$ cat src/rtl/board_loader.sv
// board_loader: sequences LOAD (host digits -> grid cells) and DUMP
// (grid cells -> host digits) over the shared cell cmd/data bus.
//
// state   | meaning
// --------+--------------------------------------------------------------
// IDLE    | waiting for load_start / dump_start
// LOAD    | accepting host digits, one write strobe per accepted beat
// RD_REQ  | read command (0001) on the bus for the current cell
// RD_WAIT | cell data_out valid, captured into the output register
// RD_OUT  | output digit presented, waiting for the consumer to accept
module board_loader #(
  parameter int N_CELLS = 81,
  parameter int DW      = 4,
  parameter int AW      = 7
) (
  input  logic          i_clk,
  input  logic          i_rst,
  input  logic          i_load_start,
  input  logic          i_dump_start,
  input  logic          i_in_valid,
  output logic          o_in_ready,
  input  logic [DW-1:0] i_in_data,
  output logic [AW-1:0] o_cell_sel,
  output logic [3:0]    o_cell_cmd,
  output logic [DW-1:0] o_cell_data,
  output logic          o_cell_data_rdy,
  input  logic [DW-1:0] i_cell_rdata,
  output logic          o_out_valid,
  input  logic          i_out_ready,
  output logic [DW-1:0] o_out_data,
  output logic          o_out_last,
  output logic          o_busy,
  output logic          o_done,
  output logic          o_err
);

  localparam logic [3:0]    CMD_WR    = 4'b0000;
  localparam logic [3:0]    CMD_RD    = 4'b0001;
  localparam logic [3:0]    CMD_NOP   = 4'b1111;
  localparam logic [AW-1:0] IDX_LAST  = AW'(N_CELLS - 1);
  localparam logic [DW-1:0] DIGIT_MAX = DW'(9);

  typedef enum logic [2:0] {
    S_IDLE    = 3'd0,
    S_LOAD    = 3'd1,
    S_RD_REQ  = 3'd2,
    S_RD_WAIT = 3'd3,
    S_RD_OUT  = 3'd4
  } state_t;

  state_t        r_state, w_state_nxt;
  logic [AW-1:0] r_idx, w_idx_nxt;
  logic [AW-1:0] r_sel, w_sel_nxt;
  logic [3:0]    r_cmd, w_cmd_nxt;
  logic [DW-1:0] r_cdata, w_cdata_nxt;
  logic          r_cdrdy, w_cdrdy_nxt;
  logic          r_ov, w_ov_nxt;
  logic [DW-1:0] r_odata, w_odata_nxt;
  logic          r_olast, w_olast_nxt;
  logic          r_busy, w_busy_nxt;
  logic          r_done, w_done_nxt;
  logic          r_err, w_err_nxt;
  logic          w_digit_ok;

  assign w_digit_ok = (i_in_data <= DIGIT_MAX);

  // Next-state and next-output decode; the bus defaults to NOP every cycle
  always_comb begin
    w_state_nxt = r_state;
    w_idx_nxt   = r_idx;
    w_sel_nxt   = r_sel;
    w_cmd_nxt   = CMD_NOP;
    w_cdata_nxt = r_cdata;
    w_cdrdy_nxt = 1'b0;
    w_ov_nxt    = r_ov;
    w_odata_nxt = r_odata;
    w_olast_nxt = r_olast;
    w_done_nxt  = 1'b0;
    w_err_nxt   = r_err;
    case (r_state)
      S_IDLE: begin
        if (i_load_start) begin
          w_err_nxt   = 1'b0;
          w_idx_nxt   = '0;
          w_state_nxt = S_LOAD;
        end else if (i_dump_start) begin
          w_idx_nxt   = '0;
          w_sel_nxt   = '0;
          w_cmd_nxt   = CMD_RD;
          w_state_nxt = S_RD_REQ;
        end
      end
      S_LOAD: begin
        if (i_in_valid) begin
          w_cdrdy_nxt = 1'b1;
          w_cmd_nxt   = CMD_WR;
          w_sel_nxt   = r_idx;
          w_cdata_nxt = w_digit_ok ? i_in_data : '0;
          if (!w_digit_ok) w_err_nxt = 1'b1;
          if (r_idx == IDX_LAST) begin
            w_done_nxt  = 1'b1;
            w_state_nxt = S_IDLE;
          end else begin
            w_idx_nxt = r_idx + AW'(1);
          end
        end
      end
      S_RD_REQ: begin
        w_state_nxt = S_RD_WAIT;
      end
      S_RD_WAIT: begin
        w_odata_nxt = i_cell_rdata;
        w_olast_nxt = (r_idx == IDX_LAST);
        w_ov_nxt    = 1'b1;
        w_state_nxt = S_RD_OUT;
      end
      S_RD_OUT: begin
        if (i_out_ready) begin
          w_ov_nxt = 1'b0;
          if (r_olast) begin
            w_done_nxt  = 1'b1;
            w_state_nxt = S_IDLE;
          end else begin
            w_idx_nxt   = r_idx + AW'(1);
            w_sel_nxt   = r_idx + AW'(1);
            w_cmd_nxt   = CMD_RD;
            w_state_nxt = S_RD_REQ;
          end
        end
      end
      default: begin
        w_state_nxt = S_IDLE;
      end
    endcase
    w_busy_nxt = (w_state_nxt != S_IDLE);
  end

  // State and output registers; reset also drops any write strobe in flight
  always_ff @(posedge i_clk) begin
    if (i_rst) begin
      r_state <= S_IDLE;
      r_idx   <= '0;
      r_sel   <= '0;
      r_cmd   <= CMD_NOP;
      r_cdata <= '0;
      r_cdrdy <= 1'b0;
      r_ov    <= 1'b0;
      r_odata <= '0;
      r_olast <= 1'b0;
      r_busy  <= 1'b0;
      r_done  <= 1'b0;
      r_err   <= 1'b0;
    end else begin
      r_state <= w_state_nxt;
      r_idx   <= w_idx_nxt;
      r_sel   <= w_sel_nxt;
      r_cmd   <= w_cmd_nxt;
      r_cdata <= w_cdata_nxt;
      r_cdrdy <= w_cdrdy_nxt;
      r_ov    <= w_ov_nxt;
      r_odata <= w_odata_nxt;
      r_olast <= w_olast_nxt;
      r_busy  <= w_busy_nxt;
      r_done  <= w_done_nxt;
      r_err   <= w_err_nxt;
    end
  end

  assign o_in_ready      = (r_state == S_LOAD);
  assign o_cell_sel      = r_sel;
  assign o_cell_cmd      = r_cmd;
  assign o_cell_data     = r_cdata;
  assign o_cell_data_rdy = r_cdrdy;
  assign o_out_valid     = r_ov;
  assign o_out_data      = r_odata;
  assign o_out_last      = r_olast;
  assign o_busy          = r_busy;
  assign o_done          = r_done;
  assign o_err           = r_err;

endmodule

$ cat config.mk
export PLATFORM = sky130hd
export DESIGN_NAME = board_loader
export DESIGN_NICKNAME = d
export VERILOG_FILES = /design/src/rtl/board_loader.sv
export SDC_FILE = /design/constraint.sdc
export NUM_CORES = 1
export LEC_CHECK = 0
export ABC_CLOCK_PERIOD_IN_PS = 4300
export CELL_PAD_IN_SITES_DETAIL_PLACEMENT = 0
export CELL_PAD_IN_SITES_GLOBAL_PLACEMENT = 1
export CORE_MARGIN = 5
export CORE_UTILIZATION = 30
export DETAILED_ROUTE_END_ITERATION = 12
export PLACE_DENSITY_LB_ADDON = 0.1
export SETUP_SLACK_MARGIN = 0.02
export SLEW_MARGIN = 0
export SYNTH_ARGS = -nofsm -noshare
export SYNTH_HDL_FRONTEND = slang
export SYNTH_SLANG_ARGS = --single-unit
$ cat constraint.sdc
create_clock -name i_clk -period 4.3 [get_ports i_clk]
set_input_delay 0.645 -clock i_clk [delete_from_list [all_inputs] [get_ports i_clk]]
set_output_delay 0.645 -clock i_clk [all_outputs]
set_load 0.005 [all_outputs]
==> reports/summary.md <==
The largest net degree at the start of global routing is 20, and the number of primary I/O pins is 40. The run gives 199 as the synthesized net count. Counting flops with a built-in enable in the synthesized netlist gives 0. By startpoint and endpoint, the worst setup path is classified as flip-flop to output port. The number of max-cap violations was 0; the reg2reg setup slack was 2350 ps. Count of nets after finishing: 234. For the maximum buffer depth of the clock tree, the log shows 2. The tools report the total number of yosys warnings as 0. For the worst-skew pair, the clock arrives at the later sink with an insertion delay of 280 ps. At the end of routability-driven placement, the weighted congestion stood at 0.839. Most used standard cell by instance count after synthesis: sky130_fd_sc_hd__dfxtp_1. Across every metal layer, demand over resource in global routing totals 13.1%.

In the final layout, flip-flops and latches occupy 661 µm². Gates resized during post-CTS repair numbered 0. The tools report the sink count of the clock tree as 33. The number of fill cells was 516; the number of remaining DRC errors was 0.

Power spread over the standard cell area amounts to 334 nW/µm². Setup repair after global routing left no endpoint under its margin. The worst endpoint required time was 3650 ps; the count of inserted antenna diode cells was 0.

The number of cells on the worst reg-to-reg path is 5. The wire length of the first global-routing pass was 7.53 mm. The setup clock skew after layout was 4.94 ps; the part of the cycle the worst path needs was 61.8%. The number of buffers created by CTS is 5, and the number of vias per cell after detailed routing is 5.30.

Buffers placed on the I/O ports in this run total 39. At the worst endpoint, the arrival time is 2010 ps. Counting instances in the post-synthesis netlist gives the leading cell types as sky130_fd_sc_hd__dfxtp_1, sky130_fd_sc_hd__a21oi_1, sky130_fd_sc_hd__nand2_1.

The run gives 183 as the synthesized netlist cell count. For this run, the leading register cell type out of synthesis is sky130_fd_sc_hd__dfxtp_1. The largest driver fanout on the critical path was 14; the detailed route wirelength on metal3 was 274 µm. The maximum VDD drop is 147 µV, and the static leakage is 0.748 nW. The placed instances occupy a cell area of 2040 µm². The post-route netlist has 8.26% of its cells at a drive strength greater than 1.

The core region is 5170 µm². Number of vias in the routed layout: 1525. Summed over all nets, wire length on met2 after detailed routing comes to 2.10 mm. Growth of design area from synthesis to finish: 31.5%.

In this run, post-CTS hold repair placed 0 buffers. The total negative setup slack is 0 ps, and the total overflow reported by the global router is 0. For this run, the top clock speed supported by timing is 0.377 GHz.

For this run, the detailed router's first-pass iteration total came to 4. TritonCTS built the clock tree. Summed over all nets, the half-perimeter wirelength after detailed placement is 3.42 mm.

The number of antenna violations at the first check in global routing is 0, and the number of cell rows is 26. The endpoint type of the worst setup path is an output port. After synthesis, the largest area contributor takes up 40.9% of total cell area.

The total standard cell area after synthesis came out at 1610 µm². The number of setup buffers added after CTS was 0; the number of nets with antenna violations after routing was 0. Of all flip-flops after synthesis, the portion carrying an async set or reset was 0%. The die span in y is 83.4 µm, and the average wire per standard cell is 15.3 µm.

The share of the Yosys chip area taken by registers is 40.9%. The run gives 0 as the number of hold violations in the final report. The run finished with clean final reports. At the pin with the least slew margin, the transition time is 682 ps. The remaining max-slew budget at the tightest pin is 54.4%. The worst hold path depth was 2; the number of setup violations in the final report was 0. The netlist uses 46 different library cells. Register clock-pin slew on the reported worst setup and hold paths: 60 ps.

The average instance in the mapped netlist occupies 8.82 µm². The worst setup path is launched from a flip-flop. By area the synthesized netlist is led by sky130_fd_sc_hd__dfxtp_1, sky130_fd_sc_hd__a21oi_1, sky130_fd_sc_hd__mux2i_1, sky130_fd_sc_hd__nand2_1, sky130_fd_sc_hd__o32ai_1. The summed area of non-filler cells in the final layout is 2120 µm². The overall die width was 83.4 µm. The highest metal layer carrying signal wires in the routed design is met4. The total wire length after detailed routing was 4.40 mm. The root buffer cell was sky130_fd_sc_hd__clkbuf_8. The tools report the max-slew violation count as 0. The cell type with the highest aggregate area in the netlist is sky130_fd_sc_hd__dfxtp_1.

The time the final worst path needs with I/O delays and setup was 2660 ps; the die area was 6950 µm². The tools report the initial detailed-routing violation count as 83. The min-delay analysis places its worst path in the category flip-flop to flip-flop.

The number of synthesized register bits is 33, and the area of the multi-input gates is 860 µm². The maximum level of the CTS H-tree was 2; the initial core utilization was 31.2%. In the final routing, the length of wire on met1 measures 1.94 mm. The number of global-route vias before repair was 1549.

The run gives 41.0% as the post-route core utilization.
placed cells by master, fill, tap and decap left out, drive strengths merged, types with 6 or more instances in the layout:
cell type	instances
clkdlybuf4s50	39
dfxtp	33
a21oi	15
nand2	14
nor2	13
nand3	7
inv	7
clkbuf	7
mux2i	6
o32ai	6
path summary, 6_finish.rpt:
kind                   from        endpoint
max              r_state[0]      o_in_ready
min          o_cell_data[2]  o_cell_data[2]
max reg2reg      r_state[0]  o_cell_data[2]
min reg2reg  o_cell_data[2]  o_cell_data[2]
sequential cells by signal, indices dropped and copies added (netlist names):
signal,count
o_cell_data_rdy,1
o_cell_data,4
r_state,3
o_out_data,4
o_out_last,1
r_idx,7
o_cell_cmd,2
o_busy,1
o_done,1
o_out_valid,1
o_err,1
o_cell_sel,7
cell families after synthesis:
logic type,count (synthesis),share of synthesized area [%]
buffers and inverters,20,5.81
adder cells (fa/ha/maj),2,1.55
AO/OA/AOI/OAI,56,25.7
multiplexers,6,3.72
flip-flops,33,40.9
AND/OR/NAND/NOR,65,21.8
XOR/XNOR,1,0.543
final cells by class:
cell class                      instances  area share [%]
Multi-Input combinational cell        130            40.5
Sequential cell                        33            31.1
Timing Repair Buffer                   40            18.7
Tap cell                               70            4.13
Clock buffer                            7            4.07
Inverter                                8            1.42
routing by layer:
metal	global-route usage, %	vias up
li1	-	747
met1	15.3	725
met2	22.3	44
met3	4.26	9
met4	4.90	0
met5	0	-
metrics by stage:
| stage | total power [W] | setup slack [ps] | hold slack (ps) | cells |
|---|---|---|---|---|
| 4_1_cts | 0.000721 | 1640 | 459 | 288 |
| 2_1_floorplan | 0.000425 | 2480 | 448 | 183 |
| 3_3_place_gp | 0.000483 | 1800 | 443 | 281 |
| 3_5_place_dp | 0.000485 | 1750 | 450 | 281 |
| 6_report | 0.000708 | 1640 | 465 | 288 |
| 5_1_grt | 0.000752 | 1540 | 485 | 288 |
critical path, cell delays in order, from the launching register on:
cell and delay (ps):
sky130_fd_sc_hd__dfxtp_1 600, sky130_fd_sc_hd__or3b_1 450, sky130_fd_sc_hd__inv_2 160, sky130_fd_sc_hd__clkdlybuf4s50_1 530
where the power goes:
part | switching (W) | internal, W
combinational | 0.0000667 | 0.0000738
sequential | 0.0000147 | 0.000323
clock | 0.000104 | 0.000127
total | 0.000185 | 0.000523
No activity file was read; power rests on OpenSTA's default activity.
